$ cat src/rtl/cbr_ts_scheduler.sv
// Constant-bitrate TS read scheduler: a phase accumulator paces byte slots; each packet slot carries a FIFO video packet or a null packet.
// Latency: fifo_rd_en in the tick cycle t; ts_* registered at t+2; packet counters update at t+1 of the eop tick.
// Backpressure: none downstream; FIFO reads are issued only for packets whose full length was counted at packet start.
module cbr_ts_scheduler #(
  parameter int PKT_LEN = 188,
  parameter int ACC_W   = 24,
  parameter int CNT_W   = 13
) (
  input  logic             clk,
  input  logic             rst_n,
  input  logic             enable,
  input  logic [ACC_W-1:0] rate_inc,
  input  logic [CNT_W-1:0] fifo_rd_count,
  input  logic [7:0]       fifo_dout,
  output logic             fifo_rd_en,
  output logic [7:0]       ts_data,
  output logic             ts_valid,
  output logic             ts_sop,
  output logic             ts_eop,
  output logic             ts_null,
  output logic [15:0]      pkt_cnt,
  output logic [15:0]      null_cnt
);

  localparam int IDX_W = $clog2(PKT_LEN);

  localparam logic [1:0] ST_IDLE = 2'd0;
  localparam logic [1:0] ST_VID  = 2'd1;
  localparam logic [1:0] ST_NUL  = 2'd2;

  logic [1:0]       state;
  logic [ACC_W-1:0] acc;
  logic [IDX_W-1:0] idx;
  logic [ACC_W:0]   acc_sum;
  logic             tick;
  logic             issue;
  logic             pkt_start;
  logic             pkt_last;
  logic             pkt_vid;
  logic [7:0]       null_byte;

  // First pipeline stage: byte slot attributes one cycle after the tick.
  logic             s1_valid;
  logic             s1_sop;
  logic             s1_eop;
  logic             s1_null;
  logic [7:0]       s1_byte;

  // Slot pacing, packet type selection and null template lookup.
  always_comb begin
    acc_sum   = {1'b0, acc} + {1'b0, rate_inc};
    tick      = acc_sum[ACC_W];
    // Idle only starts a packet when enabled; a packet in flight always runs to its end.
    issue     = tick && ((state != ST_IDLE) || enable);
    pkt_start = (idx == '0);
    pkt_last  = (idx == IDX_W'(PKT_LEN - 1));
    // Type is fixed at byte 0 from the fill level; later bytes follow the latched state.
    pkt_vid   = pkt_start ? (fifo_rd_count >= CNT_W'(PKT_LEN)) : (state == ST_VID);
    fifo_rd_en = issue && pkt_vid;
    case (idx)
      IDX_W'(0): null_byte = 8'h47;
      IDX_W'(1): null_byte = 8'h1F;
      IDX_W'(2): null_byte = 8'hFF;
      IDX_W'(3): null_byte = 8'h10;
      default:   null_byte = 8'hFF;
    endcase
  end

  // Phase accumulator; parked at zero while idle and disabled so restarts are deterministic.
  always_ff @(posedge clk or negedge rst_n) begin
    if (!rst_n) begin
      acc <= '0;
    end else if ((state == ST_IDLE) && !enable) begin
      acc <= '0;
    end else begin
      acc <= acc_sum[ACC_W-1:0];
    end
  end

  // Packet sequencing: byte index, packet type state and sent-packet counters.
  always_ff @(posedge clk or negedge rst_n) begin
    if (!rst_n) begin
      state    <= ST_IDLE;
      idx      <= '0;
      pkt_cnt  <= '0;
      null_cnt <= '0;
    end else if (issue) begin
      if (pkt_last) begin
        idx   <= '0;
        state <= enable ? (pkt_vid ? ST_VID : ST_NUL) : ST_IDLE;
        if (pkt_vid) begin
          pkt_cnt <= pkt_cnt + 16'd1;
        end else begin
          null_cnt <= null_cnt + 16'd1;
        end
      end else begin
        idx   <= idx + IDX_W'(1);
        state <= pkt_vid ? ST_VID : ST_NUL;
      end
    end
  end

  // Stage 1: capture slot framing while the FIFO read data is in flight.
  always_ff @(posedge clk or negedge rst_n) begin
    if (!rst_n) begin
      s1_valid <= 1'b0;
      s1_sop   <= 1'b0;
      s1_eop   <= 1'b0;
      s1_null  <= 1'b0;
      s1_byte  <= 8'h00;
    end else begin
      s1_valid <= issue;
      s1_sop   <= issue && pkt_start;
      s1_eop   <= issue && pkt_last;
      s1_null  <= issue && !pkt_vid;
      s1_byte  <= null_byte;
    end
  end

  // Stage 2: output register; data and null flag hold between byte slots.
  always_ff @(posedge clk or negedge rst_n) begin
    if (!rst_n) begin
      ts_valid <= 1'b0;
      ts_sop   <= 1'b0;
      ts_eop   <= 1'b0;
      ts_null  <= 1'b0;
      ts_data  <= 8'h00;
    end else begin
      ts_valid <= s1_valid;
      ts_sop   <= s1_sop;
      ts_eop   <= s1_eop;
      if (s1_valid) begin
        ts_null <= s1_null;
        ts_data <= s1_null ? s1_byte : fifo_dout;
      end
    end
  end

endmodule

$ cat config.mk
export PLATFORM = sky130hd
export DESIGN_NAME = cbr_ts_scheduler
export DESIGN_NICKNAME = d
export VERILOG_FILES = /design/src/rtl/cbr_ts_scheduler.sv
export SDC_FILE = /design/constraint.sdc
export NUM_CORES = 1
export LEC_CHECK = 0
export ABC_AREA = 0
export BUFFER_PORTS_ARGS = -buffer_cell sky130_fd_sc_hd__clkbuf_2
export CAP_MARGIN = 10
export CORE_MARGIN = 10
export CORE_UTILIZATION = 56
export CTS_CLUSTER_DIAMETER = 100
export DETAILED_ROUTE_END_ITERATION = 10
export MAX_ROUTING_LAYER = met4
export PLACE_DENSITY = 0.89
export SYNTH_ARGS = -nofsm -noshare
export SYNTH_HDL_FRONTEND = slang
export SYNTH_SLANG_ARGS = --single-unit
$ cat constraint.sdc
create_clock -name clk -period 3.1 [get_ports clk]
set_input_delay 0.155 -clock clk [delete_from_list [all_inputs] [get_ports clk]]
set_output_delay 0.155 -clock clk [all_outputs]
set_load 0.1 [all_outputs]
==> flow_summary.toml, run 1 <==
[setup_path]
crit_type = "flop to output pin"
cp_top_family = "compound AO/OA/AOI/OAI gates"
cp_num_buf_inv = 1
setup.worst_path.end_class = "output pin"
startpoint_type = "flop"
cp_max_fo = 5
critical_path.cell_chain = "ha_2 -> fa_2 -> a211oi_1 -> o31a_1 -> o21bai_4 -> a31oi_4 -> or3_4 -> a21o_4 -> nor2_4 -> buf_12"
cp_slowest_cell = "or3_4"
max_stage_delay_ps = 390
ff2ff_path_depth = 11
cp.depth = 10
crit_arrival_ps = 2820
required_ps = 2940

[place]
portBuffers = 90
gp_congestion = 0.9055
preCtsSetupSlack_ps = 146.0
post-dp-hpwl_um = 7856

[synthesis]
yosysWarningCount = 0
yosys.area.top_type = "dfrtp_1"
synth-edff-count = 0
yosys.area.top_type_share_pct = 45.65
yosys-top-cells-count = "dfrtp_1, nor2_1, xnor2_1"
synth_area_leaders = "dfrtp_1, ha_1, xnor2_1, nor2_1, a21oi_1"
synth_cells = 458
synth.most_common_cell = "dfrtp_1"
syn_area_per_cell_um2 = 10.41
synth_area_um2 = 4770
synthArstFlopShare_pct = 100.0
ys.flop_type = "dfrtp_1"
syn_nets = 536
synth_seq_area_share_pct = 45.65
synth-seq-cells = 87
netlist-cell-type-count = 56

[floorplanning]
die_area_um2 = 12610
die_x_um = 112.3
initial_core_util_pct = 57.76
ios = 93
rows = 33
coreArea_um2 = 8258
die_h_um = 112.3

[final_layout]
n_fill_cell = 633
area_growth_pct = 17.23
num_antenna_cells = 0
nets = 630
drive_gt1_share_pct = 25.90

[grt]
grt_max_degree = 88
grt_usage_pct = 17.01
grt_antenna_before_repair = 0
grt_pass1_wl_um = 17900
grt_overflow_total = 0
grt_pass1_vias = 3810

[clocking]
clkLatencyLatePin_ps = 350
cts_buffers = 9
cts_hold_buf = 0
cts_buffer_depth = 2
ctsHtreeMaxLevel = 3
path_clk_slew_ps = 90
clock_sinks = 87
clockRootBuffer = "clkbuf_8"
cts_tree = "yes"

[run]
cap_viol_max_count = 0

[sta]
fmax_mhz = 336.4
timing.hold.ws_ps = -16.69
skew_ps = 10.65
worst_slack_ps = 126.9
hold_viol_final = 8
relSlewSlack_pct = 27.66
drv_slew = 0
report.final.setup_viol = 0
tightest_slew_ps = 1085
tns_ps = 0
fin_crit_sh_pct = 95.91
rsz0062_at_grt = "no"
fin_crit_ps = 2973

[route]
first_pass_iters = 4
vias = 3792
ant_nets = 0
via_per_inst = 5.737
drt-initial-drc-count = 204
drc = 0
wl_um = 10730
post_drt_wl_per_cell_um = 16.23

[pwr]
totalPowerFinal_mw = 5.053
ir_drop_mv = 0.3829
p_per_area_nw_per_um2 = 903.6
power_leakage_nw = 2.678

[run_status]
outcome = "complete, but fails checks"
violations = "hold timing"

[worst_hold_path]
min_path_type = "input pin to asynchronous set/reset pin"
-- worst reg2reg max path, delay by kind of cell (launching register included) --
family | cells | cell delay [ps]
AO/OA/AOI/OAI | 5 | 970
XOR/XNOR | 1 | 140
adder cells (fa/ha/maj) | 2 | 460
buffers and inverters | 1 | 160
flip-flops | 1 | 340
AND/OR/NAND/NOR | 2 | 770
-- metal layers --
| layer | global-route usage (%) | vias up | share of wire, % |
|---|---|---|---|
| met5 | - | - | 0 |
| met4 | 3.892 | 0 | 1.1 |
| met3 | 4.952 | 8 | 7.2 |
| met2 | 28.51 | 125 | 50 |
| met1 | 19.78 | 1817 | 42 |
| li1 | - | 1842 | - |
-- final timing paths --
check                              from          end  slack [ps]
setup / recovery                 acc[0]   fifo_rd_en         130
hold / removal                    rst_n  null_cnt[6]         -20
setup reg to reg                 acc[0]       idx[6]         140
hold reg to reg                  s1_eop       ts_eop         360
max in group asynchronous         rst_n      acc[23]        2400
min in group clk           fifo_dout[6]   ts_data[6]         110
-- power by group --
group	leakage (nW)	internal (mW)	switching, mW
clock	0.0944	0.390	0.398
sequential	1.12	1.44	0.200
combinational	1.47	0.961	1.67
-- timing repair --
| item | CTS | global route |
|---|---|---|
| resized for setup | 2 | 6 |
| setup buffers | 0 | 2 |
| pin swaps | 0 | 4 |
| setup endpoints to repair | 1 | 1 |
-- placed cells by master (no fill, tap or decap), types with 10 or more instances in the layout --
master | netlist | layout
a21o_1 | 12 | 11
a21oi_1 | 26 | 26
and2_1 | 13 | 12
and3_1 | 13 | 13
clkbuf_2 | 0 | 88
clkbuf_8 | 1 | 10
dfrtp_1 | 87 | 87
ha_1 | 29 | 27
nand2_1 | 25 | 25
nand3_1 | 17 | 17
nand4_1 | 18 | 18
nor2_1 | 40 | 39
o21ai_0 | 19 | 19
xnor2_1 | 39 | 39
-- area by class of cell --
cell class | instances | area, um^2 | area share, %
multi-input combinational | 349 | 2516 | 45.00
sequential | 87 | 2177 | 38.93
timing repair buffer | 99 | 548.0 | 9.801
clock buffer | 10 | 137.6 | 2.461
tap | 105 | 131.4 | 2.350
clock inverter | 5 | 58.81 | 1.052
inverter | 6 | 22.52 | 0.4028
-- flip-flops by register name, indices dropped and copies added (netlist names) --
register and flops:
idx 8, s1_sop 1, s1_valid 1, acc 24, ts_valid 1, ts_eop 1
s1_byte 5, ts_sop 1, s1_eop 1, state 2, null_cnt 16, pkt_cnt 16
s1_null 1, ts_data 8, ts_null 1
-- cells by family after synthesis --
logic type               after synthesis  synth area share, %
AO/OA/AOI/OAI                         98                14.45
XOR/XNOR                              48                8.814
buffers and inverters                 22                2.335
AND/OR/NAND/NOR                      161                18.02
adder cells (fa/ha/maj)               30                8.027
multiplexers                          12                2.702
flip-flops                            87                45.65
-- metrics by stage --
stage / utilization, % / cell area [um^2] / instances
2_1_floorplan: - / 4777 / 458
3_3_place_gp: 64.82 / 5353 / 644
3_5_place_dp: 64.82 / 5353 / 644
4_1_cts: 67.29 / 5557 / 659
5_1_grt: 67.71 / 5592 / 661
6_report: 67.71 / 5592 / 661
Note: power is estimated with default switching activity, not from simulation.
==> inputs of run 2 (changes only) <==
Settings changed: CORE_MARGIN 10 to unset, SKIP_CTS_REPAIR_TIMING set to 1.
==> flow_summary.toml, run 2 (synthesis results as in run 1) <==
[clocking]
cts_tree = "yes"
cts_buffers = 9
clockRootBuffer = "clkbuf_8"
path_clk_slew_ps = 90
clock_sinks = 87
cts_buffer_depth = 2
clkLatencyLatePin_ps = 350
ctsHtreeMaxLevel = 3

[final_layout]
final_common_cell = "clkbuf_2"
reg_top3 = "acc: 24 flops, null_cnt: 16 flops, pkt_cnt: 16 flops"
nets = 631
drive_gt1_share_pct = 26.88
area_growth_pct = 18.84
regMostFlops = "acc"
layout_common_cells = "clkbuf_2, dfrtp_1, nor2_1, xnor2_1, a21oi_1"
largest_reg_flops = 24
utilization_pct = 68.98
final_cell_area_um2 = 5668
num_antenna_cells = 0

[setup_path]
critical_path.cell_chain = "ha_4 -> fa_2 -> a211oi_1 -> o31a_1 -> o21bai_4 -> a31oi_4 -> or3_4 -> a21o_4 -> buf_4 -> nor2_4 -> buf_12"
cp_top_family = "compound AO/OA/AOI/OAI gates"
setup.worst_path.end_class = "output pin"
cp_max_fo = 11
cp_num_buf_inv = 2
max_stage_delay_ps = 380
crit_arrival_ps = 2870
required_ps = 2940
cp_slowest_cell = "dfrtp_1"
crit_type = "flop to output pin"
startpoint_type = "flop"

[grt]
grt_pass1_vias = 3573
grt_pass1_wl_um = 16120
grt_max_degree = 88
grt_usage_pct = 23.80
grt_antenna_before_repair = 0
grt_overflow_total = 0

[route]
ant_nets = 0
first_pass_iters = 4
dr_wl_met2_um = 4778
wl_met1_um = 4468
drc = 0
wl_met3_um = 477
wl_um = 9911
dr.max_layer_used = "met4"
vias = 3831
post_drt_wl_per_cell_um = 14.95
drt-initial-drc-count = 158
via_per_inst = 5.778

[sta]
fin_crit_ps = 3024
relSlewSlack_pct = 27.28
skew_ps = 9.297
fmax_mhz = 330.7
tightest_slew_ps = 1091
report.final.setup_viol = 0
timing.hold.ws_ps = -21.91
worst_slack_ps = 75.67
fin_crit_sh_pct = 97.56
hold_viol_final = 21
drv_slew = 0

[floorplanning]
die_area_um2 = 8891
coreArea_um2 = 8217
rows = 33
die_h_um = 94.29
die_x_um = 94.29
ios = 93
initial_core_util_pct = 58.05

[place]
placed_cell_area_um2 = 5345
preCtsSetupSlack_ps = 142.0
post-dp-hpwl_um = 7137
gp_congestion = 0.8859
portBuffers = 90

[pwr]
ir_drop_mv = 0.5089
p_per_area_nw_per_um2 = 902.7
power_leakage_nw = 2.688

[run_status]
outcome = "complete, but fails checks"
violations = "hold timing"

[run]
cap_viol_max_count = 0

[worst_hold_path]
min_path_type = "input pin to asynchronous set/reset pin"
run 2: final timing paths:
kind	cells after the start	startpoint	to	slack [ps]
max	11	acc[0]	fifo_rd_en	80
min	1	rst_n	null_cnt[3]	-20
max reg2reg	11	acc[0]	pkt_cnt[1]	170
min reg2reg	0	s1_eop	ts_eop	350
max in group asynchronous	1	rst_n	acc[22]	2390
min in group clk	3	fifo_dout[6]	ts_data[6]	100
run 2: cell type report:
cell class / count / area, um^2
multi-input combinational: 349 / 2577
fill: 627 / 2549
sequential: 87 / 2177
timing repair buffer: 100 / 555.5
tap: 105 / 131.4
clock buffer: 9 / 123.9
clock inverter: 7 / 80.08
inverter: 6 / 22.52
run 2: report_power, final:
| group | internal [mW] | leakage (nW) | switching [mW] |
|---|---|---|---|
| clock | 0.384 | 0.102 | 0.435 |
| combinational | 1.00 | 1.47 | 1.65 |
| sequential | 1.44 | 1.12 | 0.210 |
run 2: through the flow:
stage                     power [mW]  hold WS [ps]  setup TNS, ps  cells
after floorplan                3.668        -140.6              0    458
after global placement         4.060         333.3              0    643
after detailed placement       4.171         341.0              0    643
after CTS                      5.001         30.79         -136.5    659
after global routing           5.462         90.47         -11.60    663
final                          5.116        -21.91              0    663
run 2: worst register-to-register path: stages, from the launching register on:
cell,delay [ps]
dfrtp_1,380
ha_4,160
fa_2,230
a211oi_1,80
o31a_1,300
o21bai_4,160
a31oi_4,130
or3_4,370
buf_4,150
a2111oi_4,340
buf_12,190
mux2_2,340
run 2: per-layer routing:
| metal | global-route usage, % | up-vias |
|---|---|---|
| li1 | - | 1844 |
| met1 | 30.07 | 1840 |
| met2 | 38.41 | 127 |
| met3 | 3.883 | 20 |
| met4 | 9.103 | 0 |
| met5 | - | - |
